--- config.mk ---
export PLATFORM = sky130hd
export DESIGN_NAME = id_ex_fwd_reg
export DESIGN_NICKNAME = d
export VERILOG_FILES = /design/src/rtl/id_ex_fwd_reg_pkg.sv /design/src/rtl/id_ex_fwd_reg_fwd_sel_calc.sv /design/src/rtl/id_ex_fwd_reg.sv
export SDC_FILE = /design/constraint.sdc
export NUM_CORES = 1
export LEC_CHECK = 0
export BUFFER_PORTS_ARGS = -buffer_cell sky130_fd_sc_hd__buf_2
export CORE_UTILIZATION = 52
export CTS_BUF_LIST = sky130_fd_sc_hd__clkbuf_16
export DETAILED_ROUTE_END_ITERATION = 10
export PLACE_DENSITY = 0.91
export SETUP_SLACK_MARGIN = 0.2
export SKIP_LAST_GASP = 1
export SYNTH_ARGS = -nofsm -noshare
export SYNTH_HDL_FRONTEND = slang
export SYNTH_HIERARCHICAL = 1
export SYNTH_SLANG_ARGS = --single-unit
export TNS_END_PERCENT = 1
--- constraint.sdc ---
create_clock -name clk_i -period 5 [get_ports clk_i]
set_input_delay 1.5 -clock clk_i [delete_from_list [all_inputs] [get_ports clk_i]]
set_output_delay 1.5 -clock clk_i [all_outputs]
set_load 0.01 [all_outputs]
--- src/rtl/id_ex_fwd_reg_pkg.sv ---
// ---------------------------------------------------------------------------
// id_ex_fwd_reg_pkg
//   Shared constants for the ID/EX pipeline register and its forwarding logic.
//   The FWD_* values are the select encodings seen by the EX-stage operand
//   MUX_4to1 instances:
//     FWD_REG   - value read from the register file in ID
//     FWD_EXMEM - result forwarded from the EX/MEM register
//     FWD_MEMWB - result forwarded from the MEM/WB register
//     FWD_IMM   - immediate (ALU operand B only)
// ---------------------------------------------------------------------------
package id_ex_fwd_reg_pkg;

  localparam logic [1:0] FWD_REG   = 2'b00;
  localparam logic [1:0] FWD_EXMEM = 2'b01;
  localparam logic [1:0] FWD_MEMWB = 2'b10;
  localparam logic [1:0] FWD_IMM   = 2'b11;

endpackage : id_ex_fwd_reg_pkg

--- src/rtl/id_ex_fwd_reg_fwd_sel_calc.sv ---
// ---------------------------------------------------------------------------
// fwd_sel_calc
//   Combinational forwarding-select calculator for one source operand.
//   The select is computed while the instruction is still in ID and is
//   registered with it, so "EX stage now" becomes "EX/MEM next cycle" and
//   "EX/MEM now" becomes "MEM/WB next cycle".
//
//   src_idx      in  source register index of the ID-stage instruction
//   src_used     in  instruction actually reads this operand
//   ex_valid     in  instruction currently in EX is real
//   ex_regwrite  in  instruction currently in EX writes ex_rd
//   ex_rd        in  destination of the instruction currently in EX
//   mem_regwrite in  instruction currently in EX/MEM writes mem_rd
//   mem_rd       in  destination of the instruction currently in EX/MEM
//   sel          out FWD_REG / FWD_EXMEM / FWD_MEMWB
// ---------------------------------------------------------------------------
module fwd_sel_calc
  import id_ex_fwd_reg_pkg::*;
#(
  parameter int REG_AW = 5
) (
  input  logic [REG_AW-1:0] src_idx,
  input  logic              src_used,
  input  logic              ex_valid,
  input  logic              ex_regwrite,
  input  logic [REG_AW-1:0] ex_rd,
  input  logic              mem_regwrite,
  input  logic [REG_AW-1:0] mem_rd,
  output logic [1:0]        sel
);

  always_comb begin
    // NOTE: default assignment first so every path drives sel (no latch).
    sel = FWD_REG;
    // $0 is hard-wired zero and is never forwarded. The younger producer
    // (EX) wins over the older one (EX/MEM) when both match.
    if (src_used && (src_idx != '0)) begin
      if (ex_valid && ex_regwrite && (ex_rd == src_idx)) begin
        sel = FWD_EXMEM;
      end else if (mem_regwrite && (mem_rd == src_idx)) begin
        sel = FWD_MEMWB;
      end
    end
  end

endmodule : fwd_sel_calc

--- src/rtl/id_ex_fwd_reg.sv ---
// ---------------------------------------------------------------------------
// id_ex_fwd_reg
//   ID/EX pipeline register of the 5-stage CPU. Captures decoded operands and
//   control, pre-computes the registered forwarding selects for the EX operand
//   muxes, and detects load-use hazards (inserting one bubble for each).
//
//   Ports
//     clk_i, rst_i (async, active-low)
//     stall_i         hold every register
//     flush_i         load a bubble (beats stall_i)
//     id_*            decoded ID-stage instruction
//     mem_rd_i, mem_regwrite_i   destination/write-enable currently in EX/MEM
//     ex_*            registered instruction fields for EX
//     ex_fwd_a_o      ALU-A select (00 reg, 01 EX/MEM, 10 MEM/WB)
//     ex_fwd_rt_o     store-data select, same encoding
//     ex_fwd_b_o      ALU-B select (11 = immediate, else ex_fwd_rt_o)
//     load_use_stall_o combinational: hold PC and IF/ID this cycle
// ---------------------------------------------------------------------------
module id_ex_fwd_reg
  import id_ex_fwd_reg_pkg::*;
#(
  parameter int DATA_W = 32,
  parameter int CTRL_W = 8,
  parameter int REG_AW = 5
) (
  input  logic              clk_i,
  input  logic              rst_i,
  input  logic              stall_i,
  input  logic              flush_i,
  input  logic              id_valid_i,
  input  logic [CTRL_W-1:0] id_ctrl_i,
  input  logic [DATA_W-1:0] id_rs_data_i,
  input  logic [DATA_W-1:0] id_rt_data_i,
  input  logic [DATA_W-1:0] id_imm_i,
  input  logic [REG_AW-1:0] id_rs_i,
  input  logic [REG_AW-1:0] id_rt_i,
  input  logic [REG_AW-1:0] id_rd_i,
  input  logic              id_use_rt_i,
  input  logic              id_alusrc_i,
  input  logic              id_regwrite_i,
  input  logic              id_memread_i,
  input  logic [REG_AW-1:0] mem_rd_i,
  input  logic              mem_regwrite_i,
  output logic              ex_valid_o,
  output logic [CTRL_W-1:0] ex_ctrl_o,
  output logic [DATA_W-1:0] ex_rs_data_o,
  output logic [DATA_W-1:0] ex_rt_data_o,
  output logic [DATA_W-1:0] ex_imm_o,
  output logic [REG_AW-1:0] ex_rd_o,
  output logic              ex_regwrite_o,
  output logic              ex_memread_o,
  output logic [1:0]        ex_fwd_a_o,
  output logic [1:0]        ex_fwd_rt_o,
  output logic [1:0]        ex_fwd_b_o,
  output logic              load_use_stall_o
);

  logic [1:0] fwd_a_next;
  logic [1:0] fwd_rt_next;
  logic [1:0] fwd_b_next;
  logic       hold;
  logic       load_bubble;

  fwd_sel_calc #(.REG_AW(REG_AW)) u_fwd_rs (
    .src_idx      (id_rs_i),
    .src_used     (1'b1),
    .ex_valid     (ex_valid_o),
    .ex_regwrite  (ex_regwrite_o),
    .ex_rd        (ex_rd_o),
    .mem_regwrite (mem_regwrite_i),
    .mem_rd       (mem_rd_i),
    .sel          (fwd_a_next)
  );

  fwd_sel_calc #(.REG_AW(REG_AW)) u_fwd_rt (
    .src_idx      (id_rt_i),
    .src_used     (id_use_rt_i),
    .ex_valid     (ex_valid_o),
    .ex_regwrite  (ex_regwrite_o),
    .ex_rd        (ex_rd_o),
    .mem_regwrite (mem_regwrite_i),
    .mem_rd       (mem_rd_i),
    .sel          (fwd_rt_next)
  );

  assign fwd_b_next = id_alusrc_i ? FWD_IMM : fwd_rt_next;

  // A load in EX whose result a real ID instruction needs: its data only
  // exists after MEM, so the consumer waits one cycle and then picks it up
  // from MEM/WB.
  assign load_use_stall_o = ex_valid_o && ex_memread_o && (ex_rd_o != '0) &&
                            id_valid_i &&
                            ((ex_rd_o == id_rs_i) ||
                             (id_use_rt_i && (ex_rd_o == id_rt_i)));

  // Priority: flush > stall > load-use bubble > normal load.
  assign hold        = stall_i && !flush_i;
  assign load_bubble = flush_i || load_use_stall_o || !id_valid_i;

  // NOTE: sequential state uses non-blocking assignments only; the async
  // reset clears every register, including the wide data fields, so a
  // bubble is fully defined out of reset.
  always_ff @(posedge clk_i or negedge rst_i) begin
    if (!rst_i) begin
      ex_valid_o    <= 1'b0;
      ex_ctrl_o     <= '0;
      ex_rs_data_o  <= '0;
      ex_rt_data_o  <= '0;
      ex_imm_o      <= '0;
      ex_rd_o       <= '0;
      ex_regwrite_o <= 1'b0;
      ex_memread_o  <= 1'b0;
      ex_fwd_a_o    <= FWD_REG;
      ex_fwd_rt_o   <= FWD_REG;
      ex_fwd_b_o    <= FWD_REG;
    end else if (!hold) begin
      if (load_bubble) begin
        ex_valid_o    <= 1'b0;
        ex_ctrl_o     <= '0;
        ex_rs_data_o  <= '0;
        ex_rt_data_o  <= '0;
        ex_imm_o      <= '0;
        ex_rd_o       <= '0;
        ex_regwrite_o <= 1'b0;
        ex_memread_o  <= 1'b0;
        ex_fwd_a_o    <= FWD_REG;
        ex_fwd_rt_o   <= FWD_REG;
        ex_fwd_b_o    <= FWD_REG;
      end else begin
        ex_valid_o    <= 1'b1;
        ex_ctrl_o     <= id_ctrl_i;
        ex_rs_data_o  <= id_rs_data_i;
        ex_rt_data_o  <= id_rt_data_i;
        ex_imm_o      <= id_imm_i;
        ex_rd_o       <= id_rd_i;
        ex_regwrite_o <= id_regwrite_i;
        ex_memread_o  <= id_memread_i;
        ex_fwd_a_o    <= fwd_a_next;
        ex_fwd_rt_o   <= fwd_rt_next;
        ex_fwd_b_o    <= fwd_b_next;
      end
    end
  end

endmodule : id_ex_fwd_reg
==> out/results.txt <==
CTS buffer count -> 17
Switching portion of total power -> 25.47%
GPL Wtd Cong -> 0.8405
I/O pin total -> 253
Peak supply drop -> 0.2202 mV
Max-cap violations -> 0
DP Area -> 7049 µm²
Final Hold Vio Count -> 0
Tmin final -> 3.958 ns
WL/cell -> 17.13 µm
Psw -> 681.5 µW
Pin slew with the least headroom to its limit -> 1.050 ns
Slew headroom -> 29.98%
DRC viols -> 0
Setup CP Type -> in -> out
Number of synthesized flops with an enable pin -> 0
Synth Flop Type -> dfrtp_1
Sequential Power Share -> 39.9%
DR vias/cell -> 5.976
Worst Path Arrival -> 2.46 ns
# rows -> 38
Synth warn -> 6
Netlist cell types -> 25
DP HPWL -> 10800 µm
Share of cells above drive strength 1 -> 35.97%
DR iter-0 viols -> 573
Syn Area/Cell -> 9.725 µm²
CTS sink count -> 118
Clock power frac -> 46.6%
H-tree levels -> 4
First-pass detailed-route iteration total -> 5
Status -> finished clean
P per Cell Area -> 349.5 nW/µm²
Critical Path Sink Type -> primary output
Core box area -> 10890 µm²
Critical path fanouts, max -> 4
RSZ-0062 raised after global routing -> no
Synthesized area -> 5816 µm²
Global-route wire length before repair -> 25320 µm
Max Transition Viols Final -> 0
Design area -> 7659 µm²
Ranking of synthesized cells by area -> dfrtp_1 51%, a32oi_1 17%, o21ai_0 9.8%, nand2_1 7.6%, clkbuf_1 3.2%
Crit start category -> primary input
Max Clock Freq -> 252.7 MHz
Area leader, netlist -> dfrtp_1
Grt ovf -> 0
Initial Utilization -> 53.41%
Fin nets -> 946
Post-Route Setup TNS -> 0 ns
Initial antenna violation count -> 0
CTS Root Cell -> clkbuf_16
Input/output buffers -> 252
CP Data Required Time -> 3.50 ns
CTS resizes -> 0
Class of the worst hold path -> reg -> reg
Hold-fix buffers at CTS -> 0
Leak pwr -> 3.572 nW
Area added between synthesis and finish -> 31.69%
Seq cells post-synth -> 118
Post-DRT Antenna Nets -> 0
Vias in the first global route -> 5204
Die Span Y -> 107.8 µm
Post-CTS Setup Inserts -> 0
Vias -> 5755
Final WL -> 16500 µm
CTS tree -> built
Top-area cell type share of the netlist area -> 50.77%
CTS max path bufs -> 2
Die Width -> 107.8 µm
Full die area -> 11610 µm²
Latest clock arrival within the worst-skew pair -> 0.39 ns
Cell count after synthesis -> 598
Final setup violation count -> 0
Async set-or-reset flop fraction in the synthesized netlist -> 100.0%
Period utilisation layout -> 79.16%
Largest net degree at the start of global routing -> 124
Antenna diodes -> 0
Syn_nets -> 732
Clock Pin Slew Worst Setup and Hold Paths -> 0.05 ns
Comb power frac -> 13.5%
Total GRT Usage -> 27.71%
Cell internal pwr -> 1.995 mW
Clock Skews -> 0.01099 ns
Register area share after synthesis -> 50.77%
-- routing by layer --
metal | part of all wire [%] | track usage (%)
met1 | 41 | 35.48
met2 | 49 | 44.55
met3 | 7.1 | 6.235
met4 | 3.2 | 13.11
met5 | 0 | 0
-- logic make-up after synthesis --
| group | after synthesis | synth area share (%) |
|---|---|---|
| buffers and inverters | 65 | 5.852 |
| other | 1 | 0.06448 |
| xor gates and xnor gates | 30 | 4.518 |
| AOI/OAI and AO/OA | 242 | 28.70 |
| DFF | 118 | 50.77 |
| and+or+nand+nor | 142 | 10.09 |
-- state kept, by name, summed over array words and instances, names as in the netlist --
name	cells
ex_fwd_a_o	2
ex_valid_o	1
ex_imm_o	32
ex_regwrite_o	1
ex_rt_data_o	32
ex_rs_data_o	32
ex_fwd_rt_o	2
ex_ctrl_o	8
ex_rd_o	5
ex_fwd_b_o	2
ex_memread_o	1
-- metrics by stage --
stage	hold WS (ns)	setup slack (ns)	instances	utilization, %	power [mW]
global route	0.5098	0.9684	963	70.34	2.781
finish	0.4882	1.042	963	70.34	2.676
floorplan	0.5271	1.133	598	-	1.244
CTS	0.4916	1.027	963	70.34	2.694
global placement	0.4709	1.067	933	64.74	1.429
detailed placement	0.4771	1.036	933	64.74	1.442
-- worst max-delay path: stages --
cell     delay, ns
buf_2         0.13
xnor2_1       0.17
nand3_1       0.15
o22ai_4       0.21
nor2b_1       0.15
buf_2         0.15
-- final timing paths --
path / end / slack [ns] / from / cells past startpoint
max: load_use_stall_o / 1.04 / id_rs_i[0] / 6
min: ex_rs_data_o[14] / 0.49 / ex_rs_data_o[14] / 2
max reg2reg: ex_rt_data_o[15] / 1.99 / ex_rd_o[4] / 6
min reg2reg: ex_rs_data_o[14] / 0.49 / ex_rs_data_o[14] / 2
max in group asynchronous: ex_fwd_rt_o[0] / 3.03 / rst_i / 2
min in group asynchronous: ex_rt_data_o[28] / 1.17 / rst_i / 1
-- power by group through the flow --
stage	clock network (mW)	registers, mW	logic [mW]
after global placement	0	1.08	0.350
after CTS	1.27	1.07	0.362
after floorplan	0	1.11	0.136
after global routing	1.31	1.07	0.397
final	1.25	1.07	0.361
after detailed placement	0	1.08	0.361
-- Yosys cell counts (4+ instances only) --
| cell | n |
|---|---|
| xor2_1 | 16 |
| o21ai_1 | 6 |
| clkbuf_1 | 49 |
| nor2_1 | 6 |
| o21ai_0 | 114 |
| a32oi_1 | 115 |
| nor4_1 | 4 |
| nand2_1 | 117 |
| buf_6 | 12 |
| xnor2_1 | 14 |
| dfrtp_1 | 118 |
-- layout by cell type, fill, tap and decap left out, types with 3 or more instances in the layout --
cell type,n
o21ai_0,114
a22oi_1,3
nand4_1,3
or4_1,3
o21ai_1,6
dfrtp_1,118
nand2_1,117
buf_12,3
xnor2_1,14
a32oi_1,115
clkinvlp_4,5
buf_2,251
nor4_1,4
nand3_1,3
clkbuf_16,17
xor2_1,16
buf_4,6
nor2_1,6
bufinv_16,4
-- final cells by class --
| cell class | instances | area, µm² |
|---|---|---|
| Clock inverter | 13 | 183.9 |
| Clock buffer | 17 | 425.4 |
| Multi-Input combinational cell | 415 | 2560 |
| Fill cell | 837 | 3229 |
| Timing Repair Buffer | 260 | 1361 |
| Sequential cell | 118 | 2953 |
| Tap cell | 140 | 175.2 |
Note: power is estimated with default switching activity, not from simulation.
